--- config.mk ---
export PLATFORM = sky130hd
export DESIGN_NAME = dma_req_arbiter
export DESIGN_NICKNAME = d
export VERILOG_FILES = /design/src/rtl/dma_pkg.sv /design/src/rtl/dma_req_arbiter_rr_pick.sv /design/src/rtl/dma_req_arbiter.sv
export SDC_FILE = /design/constraint.sdc
export NUM_CORES = 1
export LEC_CHECK = 0
export ABC_AREA = 1
export CAP_MARGIN = 20
export CORE_MARGIN = 4
export CORE_UTILIZATION = 35
export CTS_CLUSTER_SIZE = 16
export DETAILED_ROUTE_END_ITERATION = 10
export PLACE_DENSITY = 0.76
export SLEW_MARGIN = 40
export SYNTH_ARGS = -nofsm -noshare
export SYNTH_HDL_FRONTEND = slang
export SYNTH_SLANG_ARGS = --single-unit
--- constraint.sdc ---
create_clock -name clk -period 7.6 [get_ports clk]
set_input_delay 1.52 -clock clk [delete_from_list [all_inputs] [get_ports clk]]
set_output_delay 1.52 -clock clk [all_outputs]
set_load 0.02 [all_outputs]
--- src/rtl/dma_pkg.sv ---
// Shared DMA types and default widths for the arbiter, DMA controller and
// layer sequencing FSMs.
package dma_pkg;

  localparam int unsigned DMA_NUM_REQ = 4;
  localparam int unsigned DMA_ADDR_W  = 32;
  localparam int unsigned DMA_LEN_W   = 16;
  localparam int unsigned DMA_TIMEOUT = 4096;

  typedef enum logic [1:0] {
    IDLE,
    ISSUE,
    WAIT,
    RELEASE
  } arb_state_t;

  typedef struct packed {
    logic [DMA_ADDR_W-1:0] addr;
    logic [DMA_LEN_W-1:0]  len;
    logic                  wr;
  } dma_desc_t;

  // Index of the set bit in a one-hot vector of up to 8 requesters.
  function automatic int unsigned oh2idx(input logic [7:0] oh);
    int unsigned idx;
    idx = 0;
    for (int unsigned i = 0; i < 8; i++) begin
      if (oh[i]) idx = i;
    end
    return idx;
  endfunction

endpackage

--- src/rtl/dma_req_arbiter_rr_pick.sv ---
// Combinational round-robin priority encoder: first set req bit at or above
// rrPtr, wrapping around.
module rr_pick #(
  parameter int unsigned NUM_REQ = 4,
  parameter int unsigned PTR_W   = 2
) (
  input  logic [NUM_REQ-1:0] req,
  input  logic [PTR_W-1:0]   rrPtr,
  output logic [NUM_REQ-1:0] win,
  output logic               valid
);

  logic [PTR_W-1:0] idx;

  always_comb begin
    win   = '0;
    valid = 1'b0;
    idx   = '0;
    for (int unsigned i = 0; i < NUM_REQ; i++) begin
      idx = PTR_W'((32'(rrPtr) + i) % NUM_REQ);
      if (!valid && req[idx]) begin
        win[idx] = 1'b1;
        valid    = 1'b1;
      end
    end
  end

endmodule

--- src/rtl/dma_req_arbiter.sv ---
// Round-robin arbiter sharing one DMA channel between NUM_REQ requesters,
// with descriptor latching, single start pulse and a completion watchdog.
module dma_req_arbiter
  import dma_pkg::*;
#(
  parameter int unsigned NUM_REQ = DMA_NUM_REQ,
  parameter int unsigned ADDR_W  = DMA_ADDR_W,
  parameter int unsigned LEN_W   = DMA_LEN_W,
  parameter int unsigned TIMEOUT = DMA_TIMEOUT
) (
  input  logic                           clk,
  input  logic                           rst_n,
  input  logic [NUM_REQ-1:0]             req,
  input  logic [NUM_REQ-1:0][ADDR_W-1:0] req_addr,
  input  logic [NUM_REQ-1:0][LEN_W-1:0]  req_len,
  input  logic [NUM_REQ-1:0]             req_wr,
  output logic [NUM_REQ-1:0]             gnt,
  output logic [NUM_REQ-1:0]             done,
  output logic                           err,
  output logic                           dma_start,
  output logic [ADDR_W-1:0]              dma_addr,
  output logic [LEN_W-1:0]               dma_len,
  output logic                           dma_wr,
  output logic                           dma_abort,
  input  logic                           dma_done,
  input  logic                           dma_err
);

  localparam int unsigned PTR_W = (NUM_REQ > 1) ? $clog2(NUM_REQ) : 1;
  localparam int unsigned WD_W  = (TIMEOUT > 2) ? $clog2(TIMEOUT) : 1;

  arb_state_t state, nextState;

  logic [PTR_W-1:0]   rrPtr, gntIdx, winIdx;
  logic [NUM_REQ-1:0] winOh;
  logic               winValid, winZeroLen;
  logic [WD_W-1:0]    wdog;
  logic               expire, zlHold;
  logic [NUM_REQ-1:0] doneD;
  logic               errD, startD, abortD;

  rr_pick #(
    .NUM_REQ(NUM_REQ),
    .PTR_W  (PTR_W)
  ) uPick (
    .req  (req),
    .rrPtr(rrPtr),
    .win  (winOh),
    .valid(winValid)
  );

  always_comb begin
    winIdx     = PTR_W'(oh2idx(8'(winOh)));
    winZeroLen = (req_len[winIdx] == '0);
    expire     = (state == WAIT) && !dma_done && (wdog == WD_W'(TIMEOUT - 1));
  end

  always_ff @(posedge clk or negedge rst_n) begin
    if (!rst_n) state <= IDLE;
    else        state <= nextState;
  end

  // Zero-length grants spend two cycles in RELEASE (zlHold) so done lands
  // in the second granted cycle, matching the grant-then-release timing.
  always_comb begin
    nextState = state;
    case (state)
      IDLE:    if (winValid) nextState = winZeroLen ? RELEASE : ISSUE;
      ISSUE:   nextState = WAIT;
      WAIT:    if (dma_done || expire) nextState = RELEASE;
      RELEASE: if (!zlHold) nextState = IDLE;
      default: nextState = IDLE;
    endcase
  end

  always_comb begin
    startD = (state == IDLE) && winValid && !winZeroLen;
    abortD = expire;
    doneD  = '0;
    errD   = 1'b0;
    if (state == WAIT && (dma_done || expire)) begin
      doneD = gnt;
      errD  = dma_done ? dma_err : 1'b1;
    end
    if (state == RELEASE && zlHold) doneD = gnt;
  end

  always_ff @(posedge clk or negedge rst_n) begin
    if (!rst_n) begin
      gnt       <= '0;
      done      <= '0;
      err       <= 1'b0;
      dma_start <= 1'b0;
      dma_abort <= 1'b0;
      dma_addr  <= '0;
      dma_len   <= '0;
      dma_wr    <= 1'b0;
      rrPtr     <= '0;
      gntIdx    <= '0;
      wdog      <= '0;
      zlHold    <= 1'b0;
    end else begin
      done      <= doneD;
      err       <= errD;
      dma_start <= startD;
      dma_abort <= abortD;
      case (state)
        IDLE: if (winValid) begin
          gnt      <= winOh;
          gntIdx   <= winIdx;
          dma_addr <= req_addr[winIdx];
          dma_len  <= req_len[winIdx];
          dma_wr   <= req_wr[winIdx];
          zlHold   <= winZeroLen;
        end
        ISSUE: wdog <= '0;
        WAIT:  wdog <= wdog + 1'b1;
        RELEASE: begin
          if (zlHold) begin
            zlHold <= 1'b0;
          end else begin
            gnt   <= '0;
            rrPtr <= (gntIdx == PTR_W'(NUM_REQ - 1)) ? '0 : gntIdx + 1'b1;
          end
        end
        default: ;
      endcase
    end
  end

endmodule

### After elaboration in Yosys (flattened, before gate mapping)

Index checks and enable logic that the tools add are counted.

| word-level totals | value |
|---|---|
| register bits after elaboration | 79 |
| bits of input ports | 204 |
| output and inout port bits | 60 |
| logic and storage cells | 116 |

| cells by class | value |
|---|---|
| add/subtract/negate cells | 5 |
| magnitude comparators | 9 |
| equality and inequality tests | 8 |
| muxes and demuxes | 49 |
| bitwise logic cells | 4 |
| reductions and logical operators | 28 |

Operators by type and width:

| operator | number |
|---|---|
| $bmux W32 S2 | 1 |
| $bmux W16 S2 | 1 |
| $mux W32 | 1 |
| $mux W4 | 8 |
| $pmux W12 S2 | 1 |
| $mux W1 | 17 |
| $logic_not A16 Y1 | 1 |
| $mux W16 | 1 |
| $lt A2 B3 Y1 const B | 5 |
| $mux W2 | 7 |
| $logic_and A1 B1 Y1 | 13 |
| $add A12 B1 Y12 const B | 1 |
| $eq A12 B12 Y1 const B | 1 |
| $or A4 B4 Y4 | 3 |
| $bmux W1 S2 | 5 |
| $demux W1 S2 | 4 |
| $ge A2 B1 Y1 const B | 4 |
| $pmux W2 S4 | 1 |
| $pmux W4 S2 | 1 |
| $eq A2 B2 Y1 const B | 3 |
| $ne A2 B2 Y1 const B | 3 |
| $reduce_and A2 Y1 | 3 |
| $reduce_and A3 Y1 | 2 |
| $logic_not A1 Y1 | 5 |
| 8 further kinds | 11 |

### Depth between registers and ports, before layout

Gate-level depths: netlist of the first run.

| logic depth | value |
|---|---|
| word-level depth | 21 |
| depth in mapped cells | 23 |
| gate-level depth less buffers | 22 |

### By module

Synthesis of the first run repeated with hierarchy kept, for this count alone.

| unflattened totals | value |
|---|---|
| cells, all modules | 786 |
| area total of the unflattened synthesis | 5278.8 µm² |

By module, submodules not included:

| module | times used | cells each | area an instance (µm²) | sequential area each (µm²) |
|---|---|---|---|---|
| dma_req_arbiter | 1 | 710 | 4859.7 | 1976.9 |
| rr_pick | 1 | 76 | 419.2 | 0.0 |

### Least setup slack after synthesis of the first run

No wires, ideal clock.

| path | value |
|---|---|
| path kind | input port to flip-flop |
| start point | input req[3] |
| end point | register state[1] |
| setup time | 0.066 ns |
| arrival time | 3.210 ns |
| data required time | 7.534 ns |
| setup slack | 4.324 ns |
| cell stages on the path | 21 |
| buffers on the path | 2 |
| cell sequence | nand2_1 > nand3_2 > nand2_4 > inv_2 > nand2_2 > nand2_4 > nor2_8 > nand2_4 > inv_4 > buf_8 > buf_8 > nand3_1 > nand2_1 > nand2_1 > nor2_1 > nand2_1 > nor2_1 > nand2_1 > nand2_1 > nand2_1 > nand2_1 |

| on the way | value |
|---|---|
| cells in the longest elaborated chain, start to end | 21 |
| elaborated cells between the ends (all ways) | 36 |
| those cells by class | 1 x eq/ne; 24 x mux; 3 x bitwise; 8 x reduce/logical |

Ends and longest elaborated chain:

| item | RTL line | source |
|---|---|---|
| from (decl) | dma_req_arbiter.sv:13 | `input logic [NUM_REQ-1:0] req,` |
| $bmux W1 S2 | dma_req_arbiter_rr_pick.sv:21 | `if (!valid && req[idx]) begin` |
| $mux W1 (not written as such) | dma_req_arbiter_rr_pick.sv:21 |  |
| $mux W1 | dma_req_arbiter_rr_pick.sv:21 |  |
| $logic_not A1 Y1 | dma_req_arbiter_rr_pick.sv:21 |  |
| $logic_and A1 B1 Y1 | dma_req_arbiter_rr_pick.sv:21 |  |
| $mux W1 | dma_req_arbiter_rr_pick.sv:21 |  |
| $logic_not A1 Y1 | dma_req_arbiter_rr_pick.sv:21 |  |
| $logic_and A1 B1 Y1 | dma_req_arbiter_rr_pick.sv:21 |  |
| [... 3 more ...] | n/a |  |
| $mux W4 | dma_req_arbiter_rr_pick.sv:21 |  |
| $mux W1 | dma_pkg.sv:28 | `if (oh[i]) idx = i;` |
| $mux W2 (2 in series) | dma_pkg.sv:28 |  |
| $bmux W16 S2 | dma_req_arbiter.sv:54 | `winZeroLen = (req_len[winIdx] == '0);` |
| $mux W16 (not written as such) | dma_req_arbiter.sv:54 |  |
| $logic_not A16 Y1 | dma_req_arbiter.sv:54 |  |
| $mux W2 (2 in series) | dma_req_arbiter.sv:68 | `IDLE: if (winValid) nextState = winZeroLen ? RELEASE : ISSUE;` |
| $pmux W2 S4 | dma_req_arbiter.sv:67 | `case (state)` |
| to (signal assigned) | dma_req_arbiter.sv:60 | `else state <= nextState;` |
| to (decl) | dma_req_arbiter.sv:32 | `arb_state_t state, nextState;` |

Several ways; a longest one is shown, not always the timed one. The select of a mux whose other input is x is not followed.
A chain may end at the register's enable or synchronous reset.

### Worst setup path after layout of the first run

| path | value |
|---|---|
| start point | input req[3] |
| end point | register dma_addr[17] |

| on the way | value |
|---|---|
| cells in the longest elaborated chain, start to end | 17 |
| elaborated cells between the ends (all ways) | 31 |
| those cells by class | 21 x mux; 3 x bitwise; 7 x reduce/logical |

Ends and longest elaborated chain:

| item | RTL line | source |
|---|---|---|
| $bmux W1 S2 | dma_req_arbiter_rr_pick.sv:21 |  |
| $mux W1 (not written as such) | dma_req_arbiter_rr_pick.sv:21 |  |
| $mux W1 | dma_req_arbiter_rr_pick.sv:21 |  |
| $logic_not A1 Y1 | dma_req_arbiter_rr_pick.sv:21 |  |
| $logic_and A1 B1 Y1 | dma_req_arbiter_rr_pick.sv:21 |  |
| $mux W1 | dma_req_arbiter_rr_pick.sv:21 |  |
| $logic_not A1 Y1 | dma_req_arbiter_rr_pick.sv:21 |  |
| $logic_and A1 B1 Y1 | dma_req_arbiter_rr_pick.sv:21 |  |
| $mux W1 | dma_req_arbiter_rr_pick.sv:21 |  |
| $logic_not A1 Y1 | dma_req_arbiter_rr_pick.sv:21 |  |
| $logic_and A1 B1 Y1 | dma_req_arbiter_rr_pick.sv:21 |  |
| $mux W4 | dma_req_arbiter_rr_pick.sv:21 |  |
| $mux W1 | dma_pkg.sv:28 |  |
| $mux W2 (2 in series) | dma_pkg.sv:28 |  |
| $bmux W32 S2 | dma_req_arbiter.sv:111 | `dma_addr <= req_addr[winIdx];` |
| $mux W32 (not written as such) | dma_req_arbiter.sv:111 |  |
| to (signal assigned) | dma_req_arbiter.sv:111 |  |
| to (decl) | dma_req_arbiter.sv:21 | `output logic [ADDR_W-1:0] dma_addr,` |

Several ways; a longest one is shown, not always the timed one. The select of a mux whose other input is x is not followed.

==> qor.txt, run 1 <==
status -> finished, final reports clean
Worst-path clk slew -> 0.06 ns
commonest cells after routing, fill and taps aside -> clkdlybuf4s50_1 (262), nand2_1 (183), nor2_1 (163)
Area Overhead vs Synth -> 57.05%
number of synthesized flops with an enable pin -> 0
setup ws final -> 2.823 ns
Synth Warn # -> 0
number of buffers created by CTS -> 9
area share of the largest cell type after synthesis -> 37.39%
Crit Path Max Fanout -> 55
layout cell share with drive strength beyond 1 -> 4.591%
Seq/Total Area, Yosys -> 37.39%
DR vias -> 6016
Slowest cell on crit path -> nand2_4
DIE AREA -> 0.01714 mm^2
fill cell count -> 1411
pre-CTS WS -> 2.479 ns
final wirelength -> 19030 um
Vias/cell -> 5.073
Hold Crit Class -> reg2reg
RePlAce Congestion -> 0.8274
detailed-route wire length per cell -> 16.05 um
HP Start -> dma_addr[27]
Synth Register Bits -> 79
final instance area -> 0.008304 mm^2
slowest stage delay, CP -> 0.56 ns
largest net degree at the start of global routing -> 80
gr usage total -> 21.64%
CTS tree -> built
Initial DRT Pass Iterations -> 4
Worst Setup Path Type -> in2reg
Final ANT Viol Nets -> 0
# IOs -> 264
Die Wd -> 130.9 um
Synth area leaders -> dfrtp_1 (37%), nand2_1 (13%), nor2_1 (12%)
Initial Utilization -> 36.11%
Critical Path Start Type -> primary input
RR Startpoint -> rrPtr[0]
TNS Setup -> 0 ns
DIE HEIGHT -> 130.9 um
final setup violation count -> 0
Pins Over Slew Limit -> 0
fin nets -> 1214
Clock Skew -> 0.003400 ns
Worst-Skew Late Latency -> 0.33 ns
critical path cell sequence -> clkdlybuf4s50_1, nand2_1, nand2_1, nand2_1, nand2_1, nand3_1, nor2_1, nor2_1, nand2_2, buf_4, nand2_4, nand2_4, inv_2, nor2_1, nor2_1, o21ai_0, a31oi_1
Slew HR -> 53.09%
f_max -> 0.2093 GHz
Critical Path RT -> 7.80 ns
first-pass GRT wire length -> 29070 um
Critical Path Start -> req[3]
maximum VDD drop -> 0.0002129 V
Sink Count -> 79
Cells after Synth -> 758
most common cell after layout, fill and taps aside -> clkdlybuf4s50_1
Post-synth ARST share -> 100.0%
Tightest Pin Transition -> 0.7026 ns
HPWL Detailed -> 14120 um
number of buffers and inverters on the critical path -> 3
Critical Path AT -> 4.98 ns
predominant post-synthesis flop cell -> dfrtp_1
placed inst area -> 0.007976 mm^2
CTS HTree Levels -> 3
total power -> 4.191 mW
Crit path max-delay family -> simple AND/OR/NAND/NOR gates
max-cap violation count -> 0
grt ovf -> 0
post-synth top area cell -> dfrtp_1
post-route minimum period -> 4.777 ns
floorplan row count -> 44
worst-case clock buffer depth -> 2
Root Driver -> clkbuf_16
postcts setup bufs -> 0
initial antenna violation count -> 0
sequential cell area -> 0.001977 mm^2
Resize count post-CTS -> 0
Final Cycle Share -> 62.86%
count of input and output buffers -> 263
Pleak -> 3.673 nW
syn_area_per_cell -> 6.976 um^2
n_diodes -> 0
Power Density -> 504.7 mW/mm^2
RSZ-0062 raised after global routing -> no
CP endpoint kind -> register
detailed-route DRC error count -> 0
Mapped Area -> 0.005288 mm^2
multi-input logic area -> 0.002870 mm^2
vias in the first global route -> 5902
Iter 0 DRT Violations -> 287
Synth cell types -> 35
cts hold-fix bufs -> 0
Hold Vio Cnt, Final -> 0
core region area -> 0.01464 mm^2
Net Count, Synth -> 975
[worst register-to-register path: cells and delay by family, from the launching register on]
family | cells | cell delay [ns]
simple gates | 10 | 1.69
buf+inv | 4 | 1.27
flops | 1 | 0.58
fa+ha+maj | 1 | 0.38
compound gates | 2 | 0.19
[layout make-up]
type / instances / area share, %
Timing Repair Buffer: 267 / 32.32
Tap cell: 184 / 2.772
Clock buffer: 11 / 2.923
Inverter: 64 / 2.923
Multi-Input combinational cell: 576 / 34.56
Clock inverter: 5 / 0.6931
Sequential cell: 79 / 23.81
[metal layers]
metal / global-route usage [%] / vias up / share of wire, %
met2: 37.44 / 220 / 49
met5: 0 / - / 0
met1: 25.32 / 2769 / 40
met3: 6.707 / 46 / 8.2
met4: 7.683 / 0 / 2.7
li1: - / 2981 / -
[cells in the mapped netlist, types with 2 or more instances]
library cell and number:
nand2_1 184, nor2_1 163, dfrtp_1 79, inv_1 58, o21ai_0 44, o211ai_1 31, clkbuf_1 23, nand3_1 22
o22ai_1 20, a31oi_1 18, a21oi_1 17, o221ai_1 16, ha_1 13, nand3b_1 10, buf_2 8, nor3_1 6
nand2_2 5, nand2_4 5, o21ai_1 5, buf_6 3, inv_2 3, nand3_2 3, nor2_2 3, nor2_4 3
buf_1 2, buf_8 2, clkinv_1 2, nand4_1 2, nor3b_1 2
[metrics by stage]
step                utilization, %  std cells  hold slack [ns]
floorplan                        -        758           0.4746
global route                 56.71       1186           0.5139
global placement             54.41       1169           0.4630
detailed placement           54.47       1169           0.4680
CTS                          56.52       1185           0.4896
finish                       56.71       1186           0.4846
[worst paths after layout]
path	end	slack [ns]	cells after the start
max in group asynchronous	dma_addr[24]	6.01	2
setup reg to reg	dma_addr[17]	3.35	17
min in group asynchronous	gnt[2]	1.02	1
hold / removal	dma_addr[27]	0.48	2
setup / recovery	dma_addr[17]	2.82	17
hold reg to reg	dma_addr[27]	0.48	2
[registers in the layout, summed over array words and instances (netlist names), 2 cells and up]
| register | flops |
|---|---|
| state | 2 |
| gnt | 4 |
| done | 4 |
| wdog | 12 |
| dma_len | 16 |
| gntIdx | 2 |
| dma_addr | 32 |
| rrPtr | 2 |
[power by group]
part	switching, mW	internal (mW)
combinational	2.00	1.04
sequential	0.109	0.599
clock	0.173	0.264
total	2.29	1.90
[cell families (layout without fill, tap and decap cells)]
group / Yosys count / after routing / share of synthesized area (%)
adder cells (fa/ha/maj): 13 / 13 / 3.076
flip-flops: 79 / 79 / 37.39
AND/OR/NAND/NOR: 409 / 409 / 32.82
buffers and inverters: 103 / 347 / 8.472
AO/OA/AOI/OAI: 154 / 154 / 18.24
Note: power is estimated with default switching activity, not from simulation.
==> inputs of run 2 (changes only) <==
==> constraint.sdc (replaced) <==
create_clock -name clk -period 4.8 [get_ports clk]
set_input_delay 0.96 -clock clk [delete_from_list [all_inputs] [get_ports clk]]
set_output_delay 0.96 -clock clk [all_outputs]
set_load 0.02 [all_outputs]
==> qor.txt, run 2 (same netlist as run 1, synthesis figures left out) <==
CTS tree -> built
# IOs -> 264 (unchanged)
CTS HTree Levels -> 3 (unchanged)
DIE AREA -> 0.01714 mm^2 (unchanged)
Power Density -> 808.2 mW/mm^2 (+60%)
max-cap violation count -> 0 (unchanged)
Area Overhead vs Synth -> 57.36%
grt ovf -> 0 (unchanged)
detailed-route DRC error count -> 0 (unchanged)
Iter 0 DRT Violations -> 289 (+0.70%)
f_max -> 0.2702 GHz
post-route minimum period -> 3.702 ns
commonest cells after routing, fill and taps aside -> clkdlybuf4s50_1 (262), nand2_1 (183), nor2_1 (163)
Hold Path Depth -> 2 (unchanged)
most common cell after layout, fill and taps aside -> clkdlybuf4s50_1
Hold Crit Class -> reg2reg
total power -> 6.725 mW (+60%)
initial antenna violation count -> 0 (unchanged)
number of buffers created by CTS -> 9 (unchanged)
postcts setup bufs -> 0 (unchanged)
Worst Setup Path Type -> reg2reg
Die Wd -> 130.9 um (unchanged)
CP endpoint kind -> register
Vias/cell -> 5.092 (+0.38%)
Worst Setup EP -> state[1]
Top reg by flops -> dma_addr
DR vias -> 6054 (+0.63%)
maximum VDD drop -> 0.0005065 V (+140%)
Slew HR -> 45.99% (-7.1 points)
DIE HEIGHT -> 130.9 um (unchanged)
fin nets -> 1217 (+0.25%)
worst-case clock buffer depth -> 2 (unchanged)
vias in the first global route -> 5918 (+0.27%)
count of input and output buffers -> 263 (unchanged)
status -> finished, final reports clean
final setup violation count -> 0 (unchanged)
Pins Over Slew Limit -> 0 (unchanged)
Hold Vio Cnt, Final -> 0 (unchanged)
RR Startpoint -> rrPtr[0]
Final ANT Viol Nets -> 0 (unchanged)
final wirelength -> 19370 um (+1.8%)
Final Cycle Share -> 77.12%
Resize count post-CTS -> 0 (unchanged)
largest net degree at the start of global routing -> 80 (unchanged)
n_diodes -> 0 (unchanged)
Largest regs -> dma_addr (32), dma_len (16), wdog (12)
RePlAce Congestion -> 0.8908 (+7.7%)
RR Endpoint -> state[1]
Critical Path Start -> rrPtr[0]
layout cell share with drive strength beyond 1 -> 4.975% (+0.38 points)
Worst-Skew Late Latency -> 0.34 ns (about the same)
cts hold-fix bufs -> 0 (unchanged)
HPWL Detailed -> 14710 um (+4.2%)
core region area -> 0.01464 mm^2 (unchanged)
reg2reg setup slack -> 1.10 ns (-2.25 ns)
Worst-path clk slew -> 0.07 ns (about the same)
R2R depth -> 23 (+6)
Crit Path Max Fanout -> 37 (-33%)
Initial DRT Pass Iterations -> 6 (+2)
Clock Skew -> 0.008255 ns (+0.004855 ns)
Critical Path RT -> 5.07 ns (-2.73 ns)
floorplan row count -> 44 (unchanged)
Critical Path AT -> 3.97 ns (-1.01 ns)
gr usage total -> 21.76% (+0.12 points)
detailed-route wire length per cell -> 16.29 um (+1.5%)
Initial Utilization -> 36.11% (unchanged)
first-pass GRT wire length -> 29060 um (about the same)
TNS Setup -> 0 ns (unchanged)
Sink Count -> 79 (unchanged)
RSZ-0062 raised after global routing -> no
Tightest Pin Transition -> 0.8082 ns (+0.1057 ns)
Critical Path Start Type -> register
Pleak -> 3.672 nW (about the same)
max reg flops -> 32 (unchanged)
Root Driver -> clkbuf_16
[run 2: worst min path at each step]
stage                 startpoint            to  slack (ns)
floorplan                wdog[1]       wdog[1]        0.47
global placement    dma_addr[22]  dma_addr[22]        0.46
detailed placement  dma_addr[30]  dma_addr[30]        0.47
CTS                 dma_addr[30]  dma_addr[30]        0.48
global route         dma_addr[0]   dma_addr[0]        0.50
finish              dma_addr[30]  dma_addr[30]        0.48
[run 2: cell type report]
type,count,area [um^2]
inverter,64,242.7
clock inverter,7,81.33
timing repair buffer,270,2699
clock buffer,9,225.2
fill,1385,6324
tap,184,230.2
sequential,79,1977
multi-input combinational,576,2865
[run 2: critical path: stages, from the launching register on]
cell     delay [ns]
dfrtp_1        0.58
inv_2          0.19
ha_1           0.39
inv_1          0.09
nand3_1        0.09
nand2_1        0.12
nand2_2        0.13
nor2_2         0.05
nand2_1        0.05
nand2_1        0.09
nor2_4         0.19
nand2_4        0.16
nand2_4        0.35
buf_4          0.34
nand2_1        0.08
nand2_1        0.09
nand2_1        0.06
nor2_1         0.09
nand2_1        0.05
nor2_1         0.12
nand2_1        0.11
nand2_1        0.07
nand2_1        0.04
nand2_1        0.05
[run 2: routing by layer]
| layer | share of wire [%] | GRT usage (%) |
|---|---|---|
| met5 | 0 | 0 |
| met4 | 2.4 | 6.897 |
| met3 | 8.8 | 7.724 |
| met2 | 49 | 37.38 |
| met1 | 40 | 25.42 |
[run 2: through the flow]
step / cell area (um^2) / cells / util, % / setup WS (ns) / hold WS, ns
detailed placement: 8014 / 1173 / 54.72 / 0.7945 / 0.4659
global route: 8320 / 1189 / 56.82 / 0.7561 / 0.5004
global placement: 8010 / 1173 / 54.70 / 0.8990 / 0.4626
finish: 8320 / 1189 / 56.82 / 1.098 / 0.4814
floorplan: 5288 / 758 / - / 2.084 / 0.4746
CTS: 8320 / 1189 / 56.82 / 1.090 / 0.4831
[run 2: power by group]
part,total (mW),internal (mW),switching [mW]
registers,1.12,0.947,0.174
logic,4.90,1.71,3.19
clock network,0.702,0.408,0.294
==> inputs of run 3 (changes only) <==
--- a/config.mk
+++ b/config.mk
@@ -11,7 +11,7 @@
 export CORE_UTILIZATION = 35
 export CTS_CLUSTER_SIZE = 16
 export DETAILED_ROUTE_END_ITERATION = 10
-export PLACE_DENSITY = 0.76
+export PLACE_DENSITY = 0.79
 export SLEW_MARGIN = 40
 export SYNTH_ARGS = -nofsm -noshare
 export SYNTH_HDL_FRONTEND = slang
==> constraint.sdc (replaced) <==
create_clock -name clk -period 3 [get_ports clk]
set_input_delay 0.6 -clock clk [delete_from_list [all_inputs] [get_ports clk]]
set_output_delay 0.6 -clock clk [all_outputs]
set_load 0.02 [all_outputs]
==> qor.txt, run 3 (same netlist as run 1, synthesis figures left out) <==
Slew HR -> 47.59% (+1.6 points)
Critical Path Start Type -> primary input
largest net degree at the start of global routing -> 54 (-33%)
DIE HEIGHT -> 130.9 um (unchanged)
commonest cells after routing, fill and taps aside -> clkdlybuf4s50_1 (262), nand2_1 (181), nor2_1 (159)
total power -> 12.53 mW (+86%)
placed inst area -> 0.008483 mm^2 (+5.9%)
Initial Utilization -> 36.11% (unchanged)
cts hold-fix bufs -> 0 (unchanged)
Pleak -> 3.965 nW (+8.0%)
max reg flops -> 32 (unchanged)
f_max -> 0.3536 GHz
Crit Path Max Fanout -> 9 (-76%)
Worst-path clk slew -> 0.06 ns (about the same)
count of input and output buffers -> 263 (unchanged)
Final Util -> 60.53% (+3.7 points)
Initial DRT Pass Iterations -> 5 (-1)
initial antenna violation count -> 0 (unchanged)
Worst-Skew Late Latency -> 0.34 ns (about the same)
Gate power share -> 76.3% (+3.4 points)
Net Sw Frac -> 49.74% (-4.7 points)
Final Cycle Share -> 94.27%
grt ovf -> 0 (unchanged)
RePlAce Congestion -> 0.9198 (+3.3%)
Die Wd -> 130.9 um (unchanged)
RSZ-0062 raised after global routing -> yes
gr usage total -> 22.53% (+0.78 points)
Root Driver -> clkbuf_16
Iter 0 DRT Violations -> 365 (+26%)
DIE AREA -> 0.01714 mm^2 (unchanged)
DR vias -> 6296 (+4.0%)
maximum VDD drop -> 0.0009685 V (+91%)
Critical Path AT -> 3.11 ns (-0.86 ns)
status -> finished, final reports clean
Area Overhead vs Synth -> 67.63%
Clock Skew -> 0.01032 ns (+0.002064 ns)
number of buffers created by CTS -> 9 (unchanged)
n_diodes -> 0 (unchanged)
HPWL Detailed -> 15270 um (+3.8%)
clock share of power -> 9.8% (-0.6 points)
Tightest Pin Transition -> 0.7853 ns (-0.02289 ns)
Worst Setup Path Type -> in2reg
most common cell after layout, fill and taps aside -> clkdlybuf4s50_1
TNS Setup -> 0 ns (unchanged)
fin nets -> 1266 (+4.0%)
Sink Count -> 79 (unchanged)
Sw Pwr -> 6.235 mW (+70%)
post-route minimum period -> 2.828 ns
detailed-route wire length per cell -> 16.02 um (-1.7%)
floorplan row count -> 44 (unchanged)
Pins Over Slew Limit -> 0 (unchanged)
Hold Vio Cnt, Final -> 0 (unchanged)
Critical Path RT -> 3.28 ns (-1.79 ns)
placed cell count -> 1221 (+4.1%)
sequential share of power -> 13.9% (-2.8 points)
Top reg by flops -> dma_addr
final setup violation count -> 0 (unchanged)
multi-input logic area -> 0.002902 mm^2 (+1.3%)
Final ANT Viol Nets -> 0 (unchanged)
CTS HTree Levels -> 3 (unchanged)
final instance area -> 0.008864 mm^2 (+6.5%)
fill cell count -> 1332 (-3.8%)
# IOs -> 264 (unchanged)
Largest regs -> dma_addr (32), dma_len (16), wdog (12)
worst-case clock buffer depth -> 2 (unchanged)
core region area -> 0.01464 mm^2 (unchanged)
first-pass GRT wire length -> 30170 um (+3.8%)
Internal Power -> 6.299 mW (+110%)
final wirelength -> 19830 um (+2.4%)
Power Density -> 1414 mW/mm^2 (+75%)
CP endpoint kind -> register
max-cap violation count -> 0 (unchanged)
detailed-route DRC error count -> 0 (unchanged)
Final Non-Filler Cells -> 1238 (+4.1%)
layout cell share with drive strength beyond 1 -> 9.962% (+5.0 points)
vias in the first global route -> 6136 (+3.7%)
sequential cell area -> 0.001977 mm^2 (unchanged)
Hold Crit Class -> in2async
CTS tree -> built
Vias/cell -> 5.086 (-0.12%)
## run 3: cell count changes in the layout (fill, tap and decap cells not counted), sizes merged
cell / previous run / this run
bufinv: 1 / 2
clkinvlp: 3 / 1
clkbuf: 9 / 12
buf: 8 / 57
clkinv: 3 / 1
## run 3: stage by stage
step	setup WS [ns]	hold slack [ns]
after floorplan	0.3203	0.3044
after global placement	-0.1246	0.4614
after detailed placement	-0.1774	0.4667
after CTS	0.1488	0.3305
after global routing	-0.02577	0.3625
final	0.1718	0.3091
## run 3: final timing paths
| check | start | end | slack (ns) | depth (start not counted) |
|---|---|---|---|---|
| setup / recovery | req[2] | state[1] | 0.17 | 23 |
| hold reg to reg | dma_addr[25] | dma_addr[25] | 0.48 | 2 |
| max in group asynchronous | rst_n | dma_addr[11] | 2.07 | 2 |
| setup reg to reg | rrPtr[1] | state[1] | 0.24 | 22 |
| hold / removal | rst_n | dma_addr[19] | 0.31 | 1 |
| min in group clk | dma_addr[25] | dma_addr[25] | 0.48 | 2 |
## run 3: layout make-up
| class | count | share of cell area, % |
|---|---|---|
| flip-flops and latches | 79 | 22.30 |
| repair buffers | 319 | 35.87 |
| clock inverters | 4 | 0.8611 |
| inverters | 64 | 2.739 |
| well taps | 184 | 2.597 |
| clock buffers | 12 | 2.894 |
| multi-input cells | 576 | 32.74 |
## run 3: power by group through the flow
stage | combinational [mW] | clock (mW) | sequential, mW
CTS | 9.41 | 1.27 | 1.74
floorplan | 5.09 | 0 | 2.18
global route | 10.6 | 1.30 | 1.79
finish | 9.56 | 1.23 | 1.75
global placement | 9.24 | 0 | 1.74
detailed placement | 9.37 | 0 | 1.75
## run 3: critical path, cell delays in order
cell and delay [ns]:
clkdlybuf4s50_1 0.46, nand2_2 0.12, nand3_2 0.09, nand2_4 0.12
inv_2 0.06, nand2_1 0.07, nand2_1 0.07, clkinv_1 0.05
nand2_1 0.08, nor2_4 0.19, nand2_4 0.10, nand2_8 0.11
buf_12 0.13, nand2_1 0.05, nand2_1 0.08, nand2_1 0.08
nor2_2 0.14, nand2_1 0.06, nor2_1 0.14, nand2_1 0.12
nand2_1 0.08, nand2_1 0.04, nand2_1 0.05
## run 3: metal layers
metal / vias to the layer above / part of all wire, % / GRT usage (%)
li1: 3085 / - / -
met1: 2930 / 40 / 27.47
met2: 259 / 50 / 38.79
met3: 22 / 8.6 / 7.317
met4: 0 / 1.2 / 5.324
met5: - / 0 / 0
## run 3: timing repair
item                                    CTS  global route
gates resized for setup                   0             9
buffers inserted                          0             1
endpoints found under the setup margin    0            12
